[src/rtl/if_fetch_unit.sv]
// Instruction-fetch stage: owns the PC, fetches over a req/ack handshake and feeds the IF/ID register.
// Optional FETCH_PERF_CNT_EN adds perf_fetched / perf_bubbles delivery counters.
module if_fetch_unit #(
  parameter logic [31:0] RESET_PC = 32'h0000_0000,
  parameter logic [31:0] NOP_INST = 32'h0000_0013
) (
  input  logic        clk,
  input  logic        rst,
  input  logic        stall,
  input  logic        redirect_valid,
  input  logic [31:0] redirect_pc,
  output logic        imem_req,
  output logic [31:0] imem_addr,
  input  logic        imem_ack,
  input  logic [31:0] imem_rdata,
`ifdef FETCH_PERF_CNT_EN
  output logic [31:0] perf_fetched,
  output logic [31:0] perf_bubbles,
`endif
  output logic [31:0] fetch_pc_out,
  output logic [31:0] fetch_inst
);

  localparam int unsigned XLEN = 32;

  typedef enum logic [1:0] {
    IDLE = 2'd0,
    REQ  = 2'd1,
    HOLD = 2'd2,
    KILL = 2'd3
  } state_e;

  state_e            state_q, state_d;
  logic [XLEN-1:0]   pc_q, pc_d;
  logic              req_q, req_d;
  logic [XLEN-1:0]   addr_q, addr_d;
  logic [XLEN-1:0]   out_pc_q, out_pc_d;
  logic [XLEN-1:0]   out_inst_q, out_inst_d;
  logic [XLEN-1:0]   hold_pc_q, hold_pc_d;
  logic [XLEN-1:0]   hold_inst_q, hold_inst_d;
  logic              fetched_inc_c;
  logic              bubble_inc_c;
  logic [XLEN-1:0]   redir_pc_c;
  logic [XLEN-1:0]   pc_inc_c;

  assign redir_pc_c = {redirect_pc[XLEN-1:2], 2'b00};
  assign pc_inc_c   = pc_q + XLEN'(4);

  // Next-state and next-output logic; redirect outranks stall and ack in every state.
  always_comb begin
    state_d       = state_q;
    pc_d          = pc_q;
    req_d         = req_q;
    addr_d        = addr_q;
    out_pc_d      = out_pc_q;
    out_inst_d    = out_inst_q;
    hold_pc_d     = hold_pc_q;
    hold_inst_d   = hold_inst_q;
    fetched_inc_c = 1'b0;
    bubble_inc_c  = 1'b0;

    unique case (state_q)
      IDLE: begin
        state_d      = REQ;
        req_d        = 1'b1;
        addr_d       = pc_q;
        bubble_inc_c = 1'b1;
        if (redirect_valid) begin
          pc_d       = redir_pc_c;
          addr_d     = redir_pc_c;
          out_pc_d   = redir_pc_c;
          out_inst_d = NOP_INST;
        end
      end

      REQ: begin
        if (redirect_valid) begin
          pc_d         = redir_pc_c;
          out_pc_d     = redir_pc_c;
          out_inst_d   = NOP_INST;
          bubble_inc_c = 1'b1;
          if (imem_ack) addr_d = redir_pc_c;
          else          state_d = KILL;
        end else if (imem_ack && !stall) begin
          out_pc_d      = pc_q;
          out_inst_d    = imem_rdata;
          pc_d          = pc_inc_c;
          addr_d        = pc_inc_c;
          fetched_inc_c = 1'b1;
        end else if (imem_ack) begin
          hold_pc_d   = pc_q;
          hold_inst_d = imem_rdata;
          pc_d        = pc_inc_c;
          req_d       = 1'b0;
          state_d     = HOLD;
        end else if (!stall) begin
          out_pc_d     = pc_q;
          out_inst_d   = NOP_INST;
          bubble_inc_c = 1'b1;
        end
      end

      HOLD: begin
        if (redirect_valid) begin
          pc_d         = redir_pc_c;
          out_pc_d     = redir_pc_c;
          out_inst_d   = NOP_INST;
          req_d        = 1'b1;
          addr_d       = redir_pc_c;
          state_d      = REQ;
          bubble_inc_c = 1'b1;
        end else if (!stall) begin
          out_pc_d      = hold_pc_q;
          out_inst_d    = hold_inst_q;
          req_d         = 1'b1;
          addr_d        = pc_q;
          state_d       = REQ;
          fetched_inc_c = 1'b1;
        end
      end

      KILL: begin
        // Old request stays on the bus until acked; its data is dropped.
        out_inst_d   = NOP_INST;
        bubble_inc_c = 1'b1;
        if (redirect_valid) begin
          pc_d     = redir_pc_c;
          out_pc_d = redir_pc_c;
        end else if (imem_ack) begin
          addr_d  = pc_q;
          state_d = REQ;
        end
      end

      default: state_d = IDLE;
    endcase
  end

  always_ff @(posedge clk or posedge rst) begin
    if (rst) begin
      state_q     <= IDLE;
      pc_q        <= RESET_PC;
      req_q       <= 1'b0;
      addr_q      <= RESET_PC;
      out_pc_q    <= '0;
      out_inst_q  <= NOP_INST;
      hold_pc_q   <= '0;
      hold_inst_q <= NOP_INST;
    end else begin
      state_q     <= state_d;
      pc_q        <= pc_d;
      req_q       <= req_d;
      addr_q      <= addr_d;
      out_pc_q    <= out_pc_d;
      out_inst_q  <= out_inst_d;
      hold_pc_q   <= hold_pc_d;
      hold_inst_q <= hold_inst_d;
    end
  end

  assign imem_req     = req_q;
  assign imem_addr    = addr_q;
  assign fetch_pc_out = out_pc_q;
  assign fetch_inst   = out_inst_q;

`ifdef FETCH_PERF_CNT_EN
  logic [XLEN-1:0] perf_fetched_q, perf_fetched_d;
  logic [XLEN-1:0] perf_bubbles_q, perf_bubbles_d;

  always_comb begin
    perf_fetched_d = perf_fetched_q + XLEN'(fetched_inc_c);
    perf_bubbles_d = perf_bubbles_q + XLEN'(bubble_inc_c);
  end

  always_ff @(posedge clk or posedge rst) begin
    if (rst) begin
      perf_fetched_q <= '0;
      perf_bubbles_q <= '0;
    end else begin
      perf_fetched_q <= perf_fetched_d;
      perf_bubbles_q <= perf_bubbles_d;
    end
  end

  assign perf_fetched = perf_fetched_q;
  assign perf_bubbles = perf_bubbles_q;
`else
  logic unused_perf_c;
  assign unused_perf_c = fetched_inc_c ^ bubble_inc_c;
`endif

endmodule

[config.mk]
export PLATFORM = sky130hd
export DESIGN_NAME = if_fetch_unit
export DESIGN_NICKNAME = d
export VERILOG_FILES = /design/src/rtl/if_fetch_unit.sv
export SDC_FILE = /design/constraint.sdc
export NUM_CORES = 1
export LEC_CHECK = 0
export BUFFER_PORTS_ARGS = -buffer_cell sky130_fd_sc_hd__buf_2
export CAP_MARGIN = 20
export CORE_AREA = 2 2 212 172
export DETAILED_ROUTE_END_ITERATION = 8
export DIE_AREA = 0 0 214 174
export GPL_TIMING_DRIVEN = 0
export SLEW_MARGIN = 5
export SYNTH_ARGS = -nofsm -noshare
export SYNTH_HDL_FRONTEND = slang
export SYNTH_SLANG_ARGS = --single-unit
export TNS_END_PERCENT = 30
[constraint.sdc]
create_clock -name clk -period 18.45 [get_ports clk]
set_input_delay 2.7675 -clock clk [delete_from_list [all_inputs] [get_ports clk]]
set_output_delay 2.7675 -clock clk [all_outputs]
set_load 0.005 [all_outputs]
Word level (Yosys, flattened, before mapping). Cells that the tools add are included.

$lt $le $gt $ge: 0. Bitwise operators: 2. $mul: 0. Multiplexer cells: 43. Add/sub/neg operators: 1. Shifts and indexed selects: 0. Equality and inequality tests: 19. Reductions and logical operators: 12. Div/mod/pow operators: 0.

Operators with widths (number): $mux W32 (24); $pmux W32 S4 (2); $pmux W32 S3 (1); $pmux W32 S2 (1); $add A32 B3 Y32 const B (1); $ne A3 B3 Y1 const B (6); $mux W2 (8); $ne A2 B2 Y1 const B (6); $ne A4 B4 Y1 const B (3); $reduce_and A4 Y1 (3); $reduce_and A5 Y1 (2); $pmux W2 S4 (1); $reduce_and A6 Y1 (1); $mux W1 (5); $eq A2 B2 Y1 const B (2); $pmux W1 S3 (1); $reduce_bool A3 Y1 (1); $reduce_or A3 Y1 (1); $eq A2 B1 Y1 const B (1); $logic_not A2 Y1 (1); $ne A2 B1 Y1 const B (1); $not A1 Y1 (2); $reduce_or A2 Y1 (1); $logic_and A1 B1 Y1 (1); $logic_not A1 Y1 (1).

Memories kept: 0. Input port bits: 69. Register bits after elaboration: 195. Memory bits (writable): 0. Logic and storage cells: 85. Output and inout bits: 97. Bits in latches: 0. ROM bits: 0.

Longest topological paths before layout.
Depth after elaboration: 5. Gate-level depth with buffers: 9. Depth with buffers taken out: 7.

Worst setup path before layout. Ideal clock, no wire load.

Path type: input-to-reg. Start: in imem_ack. End: reg addr_q[31], in the netlist imem_addr[31]. Stages on the path: 7. Library setup time: 124 ps. Path buffers: 2. Slack: 14366 ps. Data required time: 18326 ps. Arrival time: 3960 ps. Path through: buf_2 nand2b_1 a221o_1 buf_2 a21oi_1 a21oi_1 a211o_1.

Word-level cells in the longest chain between the ends: 3. Elaborated cells on any way between the ends: 5. Classes of those cells: eq/ne (3); reduce/logical (2).

Ends and longest elaborated chain: start: declaration (line 14) `input logic imem_ack,`; $logic_and A1 B1 Y1 (line 84) `end else if (imem_ack && !stall) begin`; $ne A3 B3 Y1 (no source line); $reduce_and A5 Y1 (no source line) (*); end signal: assignment (line 153) `addr_q <= addr_d;`; end: declaration (line 36) `logic [XLEN-1:0] addr_q, addr_d;`.

Mark *: on every way between the ends. The rest lies on a longest branch, timed or not. A chain may end at the register's enable or synchronous reset.

Worst setup path after layout.
Start: in stall. End: reg out_pc_q[17], in the netlist fetch_pc_out[17].

Word-level cells in the longest chain between the ends: 5. Elaborated cells on any way between the ends: 9. Classes of those cells: eq/ne (3); mux (3); reduce/logical (3).

Ends and longest elaborated chain: start: declaration (line 9) `input logic stall,`; $logic_not A1 Y1; $logic_and A1 B1 Y1 (line 84); $mux W32 (line 84); $mux W32 (line 77) `if (redirect_valid) begin`; $pmux W32 S3 (line 62) `unique case (state_q)`; end signal: assignment (line 154) `out_pc_q <= out_pc_d;`; end: declaration (line 37) `logic [XLEN-1:0] out_pc_q, out_pc_d;`.

Several ways; a longest one is shown, not always the timed one.

==> summary.md <==
| Metric | Value |
|---|---|
| Worst IR drop on VDD | roughly 0.071 mV |
| Minimum hold slack | about 0.47 ns |
| Fin. Hold Viols | 0 |
| FF-to-FF setup slack | 15.28 ns |
| Count leader, synth | dfrtp_1 |
| Warnings, synthesis | 0 |
| Relative slew slack | 0.312 |
| Filler Cells Inserted | 3652 |
| # port buffers | roughly 160 |
| Worst-case reg-to-reg path depth | 8 |
| CP endpoint kind | flop |
| Internal | 1.10 mW |
| Fin nets | between 1000 and 1500 |
| Synth top area share | 0.454 |
| Tot Pwr | 1.93 mW |
| Final Max Tran Viols | 0 |
| Met3 usage | 0.0595 |
| Via count | about 9500 |
| Unique cell type count in the Yosys netlist | 59 |
| Period utilization | 0.256 |
| CTS tree | done |
| First-pass GRT wire length | slightly below 60000 µm |
| Fmax | 212 MHz |
| Worst endpoint required time | approximately 19 ns |
| Pwr dens | about 150 nW/µm² |
| Antenna violations before repair | 2 |
| Final ANT Viol Nets | 0 |
| Area leader, netlist | dfrtp_1 |
| Comb pwr share | 0.448 |
| Resized cells post-CTS | 0 |
| Routability congestion estimate | around 0.94 |
| Largest family of logic cells by synthesized area | compound AO/OA/AOI/OAI gates |
| Post-synthesis adder-cell area fraction | 0.00601 |
| Final setup fails | 0 |
| Switching pwr | approximately 840 µW |
| Max-cap viol count | 0 |
| Post-Synth Simple-Gate Area | 0.132 |
| Clk sink count | just under 200 |
| Total CTS buffers | 17 |
| Met2 GRT Util | 0.303 |
| Gr busiest metal | met2 |
| Mapped cell area | 10400 µm² |
| Die area | 37200 µm² |
| Most frequent cells after synthesis | 189 x dfrtp_1, 120 x nand2_1, 90 x o21ai_0 |
| Clk slew on worst S/H paths | 0.08 ns |
| Layout cells sized above 1 | 0.263 |
| Initial Util | 0.295 |
| Synth Register Bits | 195 |
| Cells after DPL | ~1700 |
| Clock power share | 0.200 |
| Mapped Cells | approximately 1100 |
| Average vias per placed instance | ~5.5 |
| Die Wd | 214 µm |
| Crit-path max FO | 10 |
| Seq pwr share | 0.352 |
| LEAKAGE | 5.46 nW |
| Die height | 174 µm |
| Clk buf depth | 2 |
| Antenna diode count | 0 |
| GRT Total Usage | 0.208 |
| Mux contribution to synthesized area | 0.103 |
| Post-CTS Repair Setup Buffers | 0 |
| Ys async rst share | 1.00 |
| 1st-pass router iterations | 5 |
| Vias in the first global route | 9197 |
| Grt met1 use | 0.293 |
| CTS Hold Bufs | 0 |
| Core Util, Final | 0.354 |
| Top_reg_cell synth | dfrtp_1 |
| Core area | between 30000 and 40000 µm² |
| Outcome | completed |
| Clock Skews | 0.0195 ns |
| Area growth from synthesis to layout | 20.0% |
| Post-synthesis compound-gate area fraction | 0.207 |
| Setup tns final | 0 ns |
| CTS H-tree depth | 4 |
| Sequential share of the synthesized area | 0.470 |
| DRC | 0 |
| Unrepaired setup endpoints after global routing | false |
| Sw frac | 0.433 |
| Clock root buffer | clkbuf_16 |
| Initial DRC count | roughly 900 |
| Io pins | ~170 |
| Largest cells by area after synthesis | dfrtp_1 45%, mux2_2 8.4%, nand2_1 4.3% |
| Layout Cells excl Fill | approximately 1700 |
| Global route total overflow | 0 |
| # rows | 62 |
| Worst hold stages | 2 |
| Largest net degree at the start of global routing | 79 |
| CP Data Arrival Time | around 5 ns |
| Fin crit period | around 4.7 ns |
| Clock Latency Late Sink | 0.46 ns |
| Wire length per cell | about 22 µm |
| Syn_nets | between 1000 and 1500 |
| CP startpoint kind | primary input |
| Post-synthesis xor/xnor area fraction | 0.0286 |
| Total wire length | between 30000 and 40000 µm |
| EDFF count, synth | 0 |
| Worst slew pin tran | 1.02 ns |
| HPWL Detailed | about 28000 µm |
| Critical path class | in -> reg |
| Avg Synthesized Cell Area | ~10 µm² |
| HP Class | reg -> reg |
## layer usage
metal  wire (µm)  vias up
met3        3790       93
met1       17500     4687
met5          24        -
li1            -     4258
met4        1130        4
met2       16700      490
## final timing paths
path / from / endpoint
min in group asynchronous: rst / fetch_inst[25]$_DFFE_PP0P_
worst max register to register: state_q[0]$_DFFE_PP0P_ / fetch_pc_out[29]$_DFFE_PP0P_
worst max-delay path: stall / fetch_pc_out[17]$_DFFE_PP0P_
max in group asynchronous: rst / hold_inst_q[4]$_DFFE_PP1P_
worst min register to register: imem_addr[2]$_DFFE_PP0P_ / imem_addr[2]$_DFFE_PP0P_
worst min-delay path: imem_addr[2]$_DFFE_PP0P_ / imem_addr[2]$_DFFE_PP0P_
## worst max-delay path: stages
cell and delay, ns:
buf_2 0.16, o21a_1 0.29, o21a_1 0.14, clkbuf_1 0.50, buf_1 0.78, a311oi_1 0.20, a21o_1 0.22
## area by class of cell
cell class                 count  area [µm²]  area share
buffer                       106         449      0.0360
clock buffer                  18         439      0.0352
clock inverter                14         161      0.0129
inverter                      30         120     0.00962
multi-input combinational    734        4960       0.397
sequential                   195        4890       0.391
tap                          480         601      0.0481
timing repair buffer         165         871      0.0697
## logic make-up after synthesis
kind of cell,count (synthesis)
AO/OA/AOI/OAI,319
XOR/XNOR,34
adder cells (fa/ha/maj),5
buffers and inverters,136
flip-flops,195
multiplexers,97
AND/OR/NAND/NOR,279
## layout by cell type (no fill, tap or decap), types with 4 or more instances in the layout
cell type / n
and2_1: 6
nand2b_1: 8
nand3_1: 25
a22oi_1: 34
clkbuf_1: 54
buf_1: 15
xnor2_1: 20
a311oi_1: 22
o21ai_0: 90
nand4_1: 14
xor2_1: 14
mux2_2: 78
dfstp_2: 6
o211ai_1: 7
a21oi_1: 44
buf_2: 198
clkbuf_16: 17
nor2b_1: 9
inv_1: 28
nor2_1: 40
a21boi_0: 6
inv_8: 5
o21a_1: 4
a31oi_1: 9
a221oi_1: 34
mux2i_1: 19
a21o_1: 30
ha_1: 5
nor4_1: 8
nor3_1: 27
a211oi_1: 11
dfrtp_1: 189
nand2_1: 120
## flip-flops by register name, summed over array words and instances, names as in the netlist
signal        flops
hold_inst_q      32
hold_pc_q        32
pc_q             32
fetch_inst       32
imem_addr        32
state_q           2
imem_req          1
fetch_pc_out     32
## metrics by stage
| step | area [µm²] | worst slack (ns) |
|---|---|---|
| global placement | 11800 | 7.57 |
| finish | 12500 | 13.72 |
| detailed placement | 11900 | 13.43 |
| global route | 12500 | 13.76 |
| floorplan | 10400 | 10.38 |
| CTS | 12500 | 13.90 |
## power groups by stage
| stage | registers [mW] | logic, mW | clock network, mW |
|---|---|---|---|
| after detailed placement | 0.688 | 0.846 | 0 |
| after CTS | 0.680 | 0.851 | 0.396 |
| after global routing | 0.699 | 0.931 | 0.413 |
| final | 0.680 | 0.866 | 0.386 |
| after global placement | 0.684 | 0.831 | 0 |
| after floorplan | 0.672 | 0.502 | 0 |
No activity file was read; power rests on OpenSTA's default activity.
